===== src/rtl/pcie_read_mod_pkg.sv =====
// pcie_read_mod_pkg: shared mailbox constants, FSM state type and helpers for the host-to-FPGA read path.
//   NTHREAD          number of simulated cores/threads (default NCORE of pcie_read_mod)
//   MBOX_SLOT_SHIFT  log2 of the per-core RAM slot size in 32-bit words
//   WIDX_HDR/WIDX_LO word index of the header word and of the lowest body word
//   LEAD_BIT         toggling new-message bit inside the header word
//   Optional macro PCIE_READ_RECHECK_EN adds the RECHECK/WAIT_RCHK states.
package pcie_read_mod_pkg;
    localparam int NTHREAD = 1;
    localparam int MBOX_SLOT_SHIFT = 5;
    localparam logic [2:0] WIDX_HDR = 3'd4;
    localparam logic [2:0] WIDX_LO = 3'd1;
    localparam int LEAD_BIT = 31;
    typedef enum logic [3:0] {
        IDLE,
        RD_HDR,
        WAIT_HDR,
        RD_BODY,
        WAIT_BODY,
`ifdef PCIE_READ_RECHECK_EN
        RECHECK,
        WAIT_RCHK,
`endif
        PRESENT,
        NEXT
    } rd_state_t;
    function automatic int core_w(input int n);
        return (n > 1) ? $clog2(n) : 1;
    endfunction
endpackage


===== src/rtl/pcie_read_mod_rr_ptr.sv =====
// pcie_mbox_rr_ptr: round-robin mailbox pointer with wrap and the inter-sweep POLL_GAP counter.
//   clk, rst_n  clock, asynchronous active-low reset
//   advance     step to the next mailbox (reloads the gap counter on wrap)
//   core        current mailbox index
//   wrap        current mailbox is the last one of the sweep
//   gap_done    gap counter has expired
module pcie_mbox_rr_ptr
    import pcie_read_mod_pkg::*;
#(
    parameter int NCORE = 1,
    parameter int POLL_GAP = 8,
    localparam int CORE_W = core_w(NCORE)
) (
    input  logic              clk,
    input  logic              rst_n,
    input  logic              advance,
    output logic [CORE_W-1:0] core,
    output logic              wrap,
    output logic              gap_done
);
    localparam int GAP_W = (POLL_GAP > 0) ? $clog2(POLL_GAP + 1) : 1;
    logic [GAP_W-1:0] gap;
    assign wrap = (core == CORE_W'(NCORE - 1));
    assign gap_done = (gap == '0);
    always_ff @(posedge clk or negedge rst_n) begin
        if (!rst_n) begin
            core <= '0;
            gap <= '0;
        end else begin
            if (advance)
                core <= wrap ? '0 : core + 1'b1;
            gap <= (advance && wrap) ? GAP_W'(POLL_GAP) : gap_done ? gap : gap - 1'b1;
        end
    end
endmodule


===== src/rtl/pcie_read_mod.sv =====
// pcie_read_mod: polls per-core host-to-FPGA mailboxes in PCIe BRAM and hands new 128-bit messages to the core.
//   clk, rst_n    clock, asynchronous active-low reset
//   enable        polling enable (an in-flight message always completes)
//   RAM_busy      RAM port owned by another master; reads wait while high
//   RAM_addr      read address (core<<5) + MBOX_OFS + widx, 0 when not reading
//   rd_en         read request
//   RAM_rdata     read data, one cycle after an accepted read
//   out_valid     assembled message available
//   out_ready     consumer accept
//   out_data      {w4,w3,w2,w1}, w4 = header word
//   out_core      mailbox index of out_data
//   Optional macro PCIE_READ_RECHECK_EN: re-read the header after the body and drop torn messages.
module pcie_read_mod
    import pcie_read_mod_pkg::*;
#(
    parameter int NCORE = NTHREAD,
    parameter int MBOX_OFS = 16,
    parameter int POLL_GAP = 8,
    localparam int CORE_W = core_w(NCORE)
) (
    input  logic              clk,
    input  logic              rst_n,
    input  logic              enable,
    input  logic              RAM_busy,
    output logic [10:0]       RAM_addr,
    output logic              rd_en,
    input  logic [31:0]       RAM_rdata,
    output logic              out_valid,
    input  logic              out_ready,
    output logic [127:0]      out_data,
    output logic [CORE_W-1:0] out_core
);
    rd_state_t state, nxt;
    logic [2:0] widx;
    logic [NCORE-1:0] exp_lead;
    logic [CORE_W-1:0] core;
    logic wrap, gap_done, lead_new;
    logic [127:0] data;
    logic [6:0] slot;
    pcie_mbox_rr_ptr #(.NCORE(NCORE), .POLL_GAP(POLL_GAP)) u_ptr (
        .clk(clk),
        .rst_n(rst_n),
        .advance(state == NEXT),
        .core(core),
        .wrap(wrap),
        .gap_done(gap_done)
    );
    // A message is new when its lead bit differs from the last one consumed for this core.
    assign lead_new = RAM_rdata[LEAD_BIT] != exp_lead[core];
    assign slot = {2'(widx - 3'd1), 5'd0};
    assign RAM_addr = rd_en ? (11'(core) << MBOX_SLOT_SHIFT) + 11'(MBOX_OFS) + 11'(widx) : '0;
    assign out_valid = (state == PRESENT);
    assign out_data = data;
    assign out_core = core;
    always_comb begin
        nxt = state;
        rd_en = 1'b0;
        case (state)
            IDLE:      nxt = (gap_done && enable) ? RD_HDR : IDLE;
            RD_HDR:    begin rd_en = 1'b1; nxt = RAM_busy ? RD_HDR : WAIT_HDR; end
            WAIT_HDR:  nxt = lead_new ? RD_BODY : NEXT;
            RD_BODY:   begin rd_en = 1'b1; nxt = RAM_busy ? RD_BODY : WAIT_BODY; end
`ifdef PCIE_READ_RECHECK_EN
            WAIT_BODY: nxt = (widx == WIDX_LO) ? RECHECK : RD_BODY;
            RECHECK:   begin rd_en = 1'b1; nxt = RAM_busy ? RECHECK : WAIT_RCHK; end
            // A changed header means the host rewrote the mailbox mid-fetch: refetch this core.
            WAIT_RCHK: nxt = (RAM_rdata == data[127:96]) ? PRESENT : RD_HDR;
`else
            WAIT_BODY: nxt = (widx == WIDX_LO) ? PRESENT : RD_BODY;
`endif
            PRESENT:   nxt = out_ready ? NEXT : PRESENT;
            NEXT:      nxt = (!wrap && enable) ? RD_HDR : IDLE;
            default:   nxt = IDLE;
        endcase
    end
    // widx returns to the header index whenever a fetch ends, so every RD_HDR/RECHECK reads word 4.
    always_ff @(posedge clk or negedge rst_n) begin
        if (!rst_n) begin
            state <= IDLE;
            widx <= WIDX_HDR;
            exp_lead <= '0;
            data <= '0;
        end else begin
            state <= nxt;
            if (state == WAIT_HDR) begin
                data[127:96] <= RAM_rdata;
                widx <= lead_new ? WIDX_HDR - 3'd1 : WIDX_HDR;
            end
            if (state == WAIT_BODY) begin
                data[slot +: 32] <= RAM_rdata;
                widx <= (widx == WIDX_LO) ? WIDX_HDR : widx - 3'd1;
            end
            if (state == PRESENT && out_ready)
                exp_lead[core] <= ~exp_lead[core];
        end
    end
    ncore_max: assert property (@(posedge clk) NCORE <= 64);
endmodule


===== config.mk =====
export PLATFORM = sky130hd
export DESIGN_NAME = pcie_read_mod
export DESIGN_NICKNAME = d
export VERILOG_FILES = /design/src/rtl/pcie_read_mod_pkg.sv /design/src/rtl/pcie_read_mod_rr_ptr.sv /design/src/rtl/pcie_read_mod.sv
export SDC_FILE = /design/constraint.sdc
export NUM_CORES = 1
export LEC_CHECK = 0
export BUFFER_PORTS_ARGS = -buffer_cell sky130_fd_sc_hd__clkbuf_2
export CORE_ASPECT_RATIO = 1.2
export CORE_MARGIN = 2
export CORE_UTILIZATION = 51
export DETAILED_ROUTE_END_ITERATION = 8
export PLACE_DENSITY_LB_ADDON = 0.15
export SETUP_SLACK_MARGIN = 0.1
export SLEW_MARGIN = 20
export SYNTH_ARGS = -nofsm -noshare
export SYNTH_HDL_FRONTEND = slang
export SYNTH_SLANG_ARGS = --single-unit

===== constraint.sdc =====
create_clock -name clk -period 2 [get_ports clk]
set_input_delay 0 -clock clk [delete_from_list [all_inputs] [get_ports clk]]
set_output_delay 0 -clock clk [all_outputs]
set_load 0.02 [all_outputs]

==> results.env <==
STATUS='finished, final reports clean'
BUFFER_PORTS.INSERTED=170
SYNTH-WARNING-COUNT=0
CTS.SINK_COUNT=139
TIMING.FMAX_GHz=0.552
VDD.IR_DROP.WORST_mV=0.943
POST-SYNTH-TOP-AREA-CELL='dfrtp_1'
PIN_COUNT_OF_THE_BIGGEST_NET_ENTERING_GLOBAL_ROUTING=65
GRT_PASS1_VIAS=4978
MAX_CAP_VIOL_COUNT=0
R2R_SLACK_NS=0.19
HOLD_PATH.CLASS='in -> async'
GRT_SETUP_UNREPAIRED='true'
PROPORTION_OF_POWER_DRAWN_BY_THE_CLOCK_NETWORK_PCT=22.0
PLACEDINSTANCEAREA_UM2=6910
BOUNDARYPINS=179
CTS_BUFFERS=17
STD_CELL_ROWS=42
GRT-OVFL-TOTAL=0
GP_CONGESTION=0.829
FIN_UTIL_PCT=73.0
AVERAGE_SIZE_OF_A_MAPPED_CELL_UM2=10.1
FINALINSTANCEAREA_UM2=8100
TOTALWIRELENGTH_MM=16.2
DESIGN.CORE.AREA_UM2=11100
HPWLAFTERDP_MM=10.4
INTPOWER_W=0.00926
MIN_PERIOD_NS=1.81
SETUP_VIOL=0
CLOCK_INSERTION_DELAY_WORST_SKEW_NS=0.42
VIA_COUNT=4994
SYNTH_CELLS=578
CTS_ROOT_CELL='clkbuf_16'
SEQ_POWER_SHARE_PCT=32.6
NUMBER_OF_HOLD_VIOLATIONS_IN_THE_FINAL_REPORT=0
YOSYS.CELL_COUNT.TOP_TYPE='nand2_1'
SYNTH_SEQ_AREA_SHARE_PCT=59.5
CTS_MAX_PATH_BUFFERS=2
DIE_OUTLINE_AREA_UM2=12300
FP.DIEH_UM=121
FP.DIEW_UM=102
ENDPOINT_TYPE_OF_THE_WORST_SETUP_PATH='register'
POWER-PER-CELL-AREA_nW_PER_UM2=1970
PWR-SHARE-COMB_PCT=45.4
FLOW.AREA_GROWTH_FROM_SYNTHESIS_PCT=38.5
ANTENNA_LEFT=0
LAYOUT.NETS=833
FINALCRITPERIODSHARE_PCT=90.6
DR_ITER_0_VIOLS=360
SYNTH_AREA_LEADERS='dfrtp_1, nand2_1, o21ai_1'
SHARE_OF_THE_SYNTHESIZED_AREA_IN_THE_TOP_CELL_TYPE_PCT=59.1
R2R_END='out_data[15]'
FIN_TNS_SETUP_NS=0
VIA_PER_INST=5.24
CLOCK_TREE_FROM_TRITONCTS='done'
START_UTIL_PCT=52.7
DPL.CELL_COUNT=878
SYN-CELL-AREA_UM2=5840
DR.PASS1.ITERS=4
SETUP.WORST_PATH.START_CLASS='register'
POST_SYNTH_NUM_CELL_TYPES=49
WORST_SETUP_PATH_TYPE='reg -> reg'
ANTENNA_CELLS=0
SYNTH_TOP_CELLS_BY_COUNT='nand2_1, dfrtp_1, o21ai_1, a22o_1, buf_2'
DETAIL_ROUTE.WL_PER_CELL_UM=17.0
STATIC-LEAKAGE-POWER_nW=3.94
FINAL-MAX-SLEW-VIOLATION-COUNT=0
ANTENNA_FOUND_INITIAL=0
SYNTHFLOPTYPE='dfrtp_1'
SYNTHARSTFLOPSHARE_PCT=100
GRT_FIRST_PASS_WIRELENGTH_MM=25.5
TIMING.MAX_SLEW.REL_SLACK_PCT=60.5
P_SW_SHARE_PCT=41.9
FINALCLOCKSKEW_NS=0.00914
REG2REGPATHDEPTH=6
WORST-SLEW-PIN-TRANSITION_NS=0.593
SYNTH_EDF_COUNT=0
WORSTREG2REGSTART='widx[1]'
NET-SWITCHING-POWER_W=0.00666
REGISTER_BIT_COUNT_REPORTED_BY_YOSYS=139
FIN_CELLS=953
TRACK_USAGE_PCT=27.1
DRIVE_ABOVE_1_SHARE_PCT=30.4
POST-ROUTE-DRC-COUNT=0
CRITPATHLAUNCH='widx[1]'
WORST_SETUP_HOLD_PATH_CLK_SLEW_NS=0.06
HTREEDEPTH=4
CRIT_PATH_MAX_FANOUT=25
CRITPATHARRIVALTIME_NS=2.14
REQUIRED_NS=2.33
-- per-layer routing --
layer | routed length, um | part of all wire, % | GRT usage (%) | up-vias
met3 | 1100 | 6.8 | 6.51 | 29
li1 | - | - | - | 2356
met4 | 376 | 2.3 | 11.9 | 0
met2 | 8350 | 52 | 44.6 | 189
met5 | 0 | 0 | 0 | -
met1 | 6380 | 39 | 33.9 | 2420
-- state kept, by name (all words and copies together) (netlist names) --
signal and cells:
state 3, out_data 128, exp_lead 1, u_ptr.gap 4, widx 3
-- final cells by class --
cell class | instances | area, um2
timing repair buffer | 228 | 1520
clock inverter | 11 | 219
clock buffer | 19 | 433
fill | 808 | 2990
sequential | 139 | 3480
tap | 154 | 193
multi-input combinational | 398 | 2240
inverter | 4 | 15.0
-- power by group through the flow --
stage               Combinational (W)  Sequential (W)  Clock (W)
global route                  0.00786         0.00536    0.00365
finish                        0.00723         0.00519    0.00350
floorplan                     0.00287         0.00661          0
global placement              0.00651         0.00513          0
detailed placement            0.00674         0.00520          0
CTS                           0.00715         0.00518    0.00354
-- worst max-delay path by stage --
stage | end | slack, ns | cells past startpoint
floorplan | out_data[0] | 0.23 | 7
global placement | out_data[112] | 0.22 | 3
detailed placement | out_data[103] | 0.03 | 5
CTS | out_data[126] | 0.14 | 5
global route | out_data[43] | 0.10 | 6
finish | out_data[15] | 0.19 | 6
-- worst max-delay path: stages (launching register included) --
cell and delay [ns]:
dfrtp_1 0.44, inv_1 0.21, ha_1 0.40, and3_1 0.28, buf_12 0.18, nand2_1 0.07, o21ai_1 0.13
-- cell families (layout without fill, tap and decap cells) --
family | after synthesis | count (layout) | synth area share, %
simple gates | 225 | 226 | 16.8
compound gates | 148 | 151 | 15.8
flops | 139 | 139 | 59.5
buf+inv | 52 | 262 | 5.31
fa+ha+maj | 8 | 8 | 1.71
xor+xnor | 3 | 3 | 0.450
mux | 2 | 2 | 0.364
other cells | 1 | 8 | 0.0642
-- what timing repair did --
action | in CTS | in global routing
setup endpoints to repair | 34 | 82
buffers inserted | 5 | 0
hold buffers | 36 | 0
endpoints found under the hold margin | 193 | 0
pin swaps | 4 | 2
gates resized for setup | 7 | 5
cloned | 3 | 1
-- cell usage in the layout, fill, tap and decap left out, types with 3 or more instances in the layout --
cell,synthesis,final
a22o_1,32,32
a31o_4,1,3
and2_1,4,4
buf_12,0,10
buf_4,9,10
bufinv_16,0,6
clkbuf_16,0,17
clkbuf_2,0,169
conb_1,1,8
dfrtp_1,138,137
dlygate4sd3_1,0,36
ha_1,8,6
inv_1,4,4
nand2_1,193,193
nand4bb_4,0,3
nor2_1,3,3
nor2b_1,4,4
nor3b_4,2,4
o21ai_0,11,11
o21ai_1,90,90
-- through the flow --
| stage | worst slack (ns) | hold slack, ns | power [W] |
|---|---|---|---|
| after floorplan | 0.231 | -0.296 | 0.00948 |
| after global placement | 0.215 | 0.0177 | 0.0116 |
| after detailed placement | 0.0262 | 0.0207 | 0.0119 |
| after CTS | 0.145 | 0.146 | 0.0159 |
| final | 0.187 | 0.144 | 0.0159 |
| after global routing | 0.101 | 0.177 | 0.0169 |
Note: power is estimated with default switching activity, not from simulation.
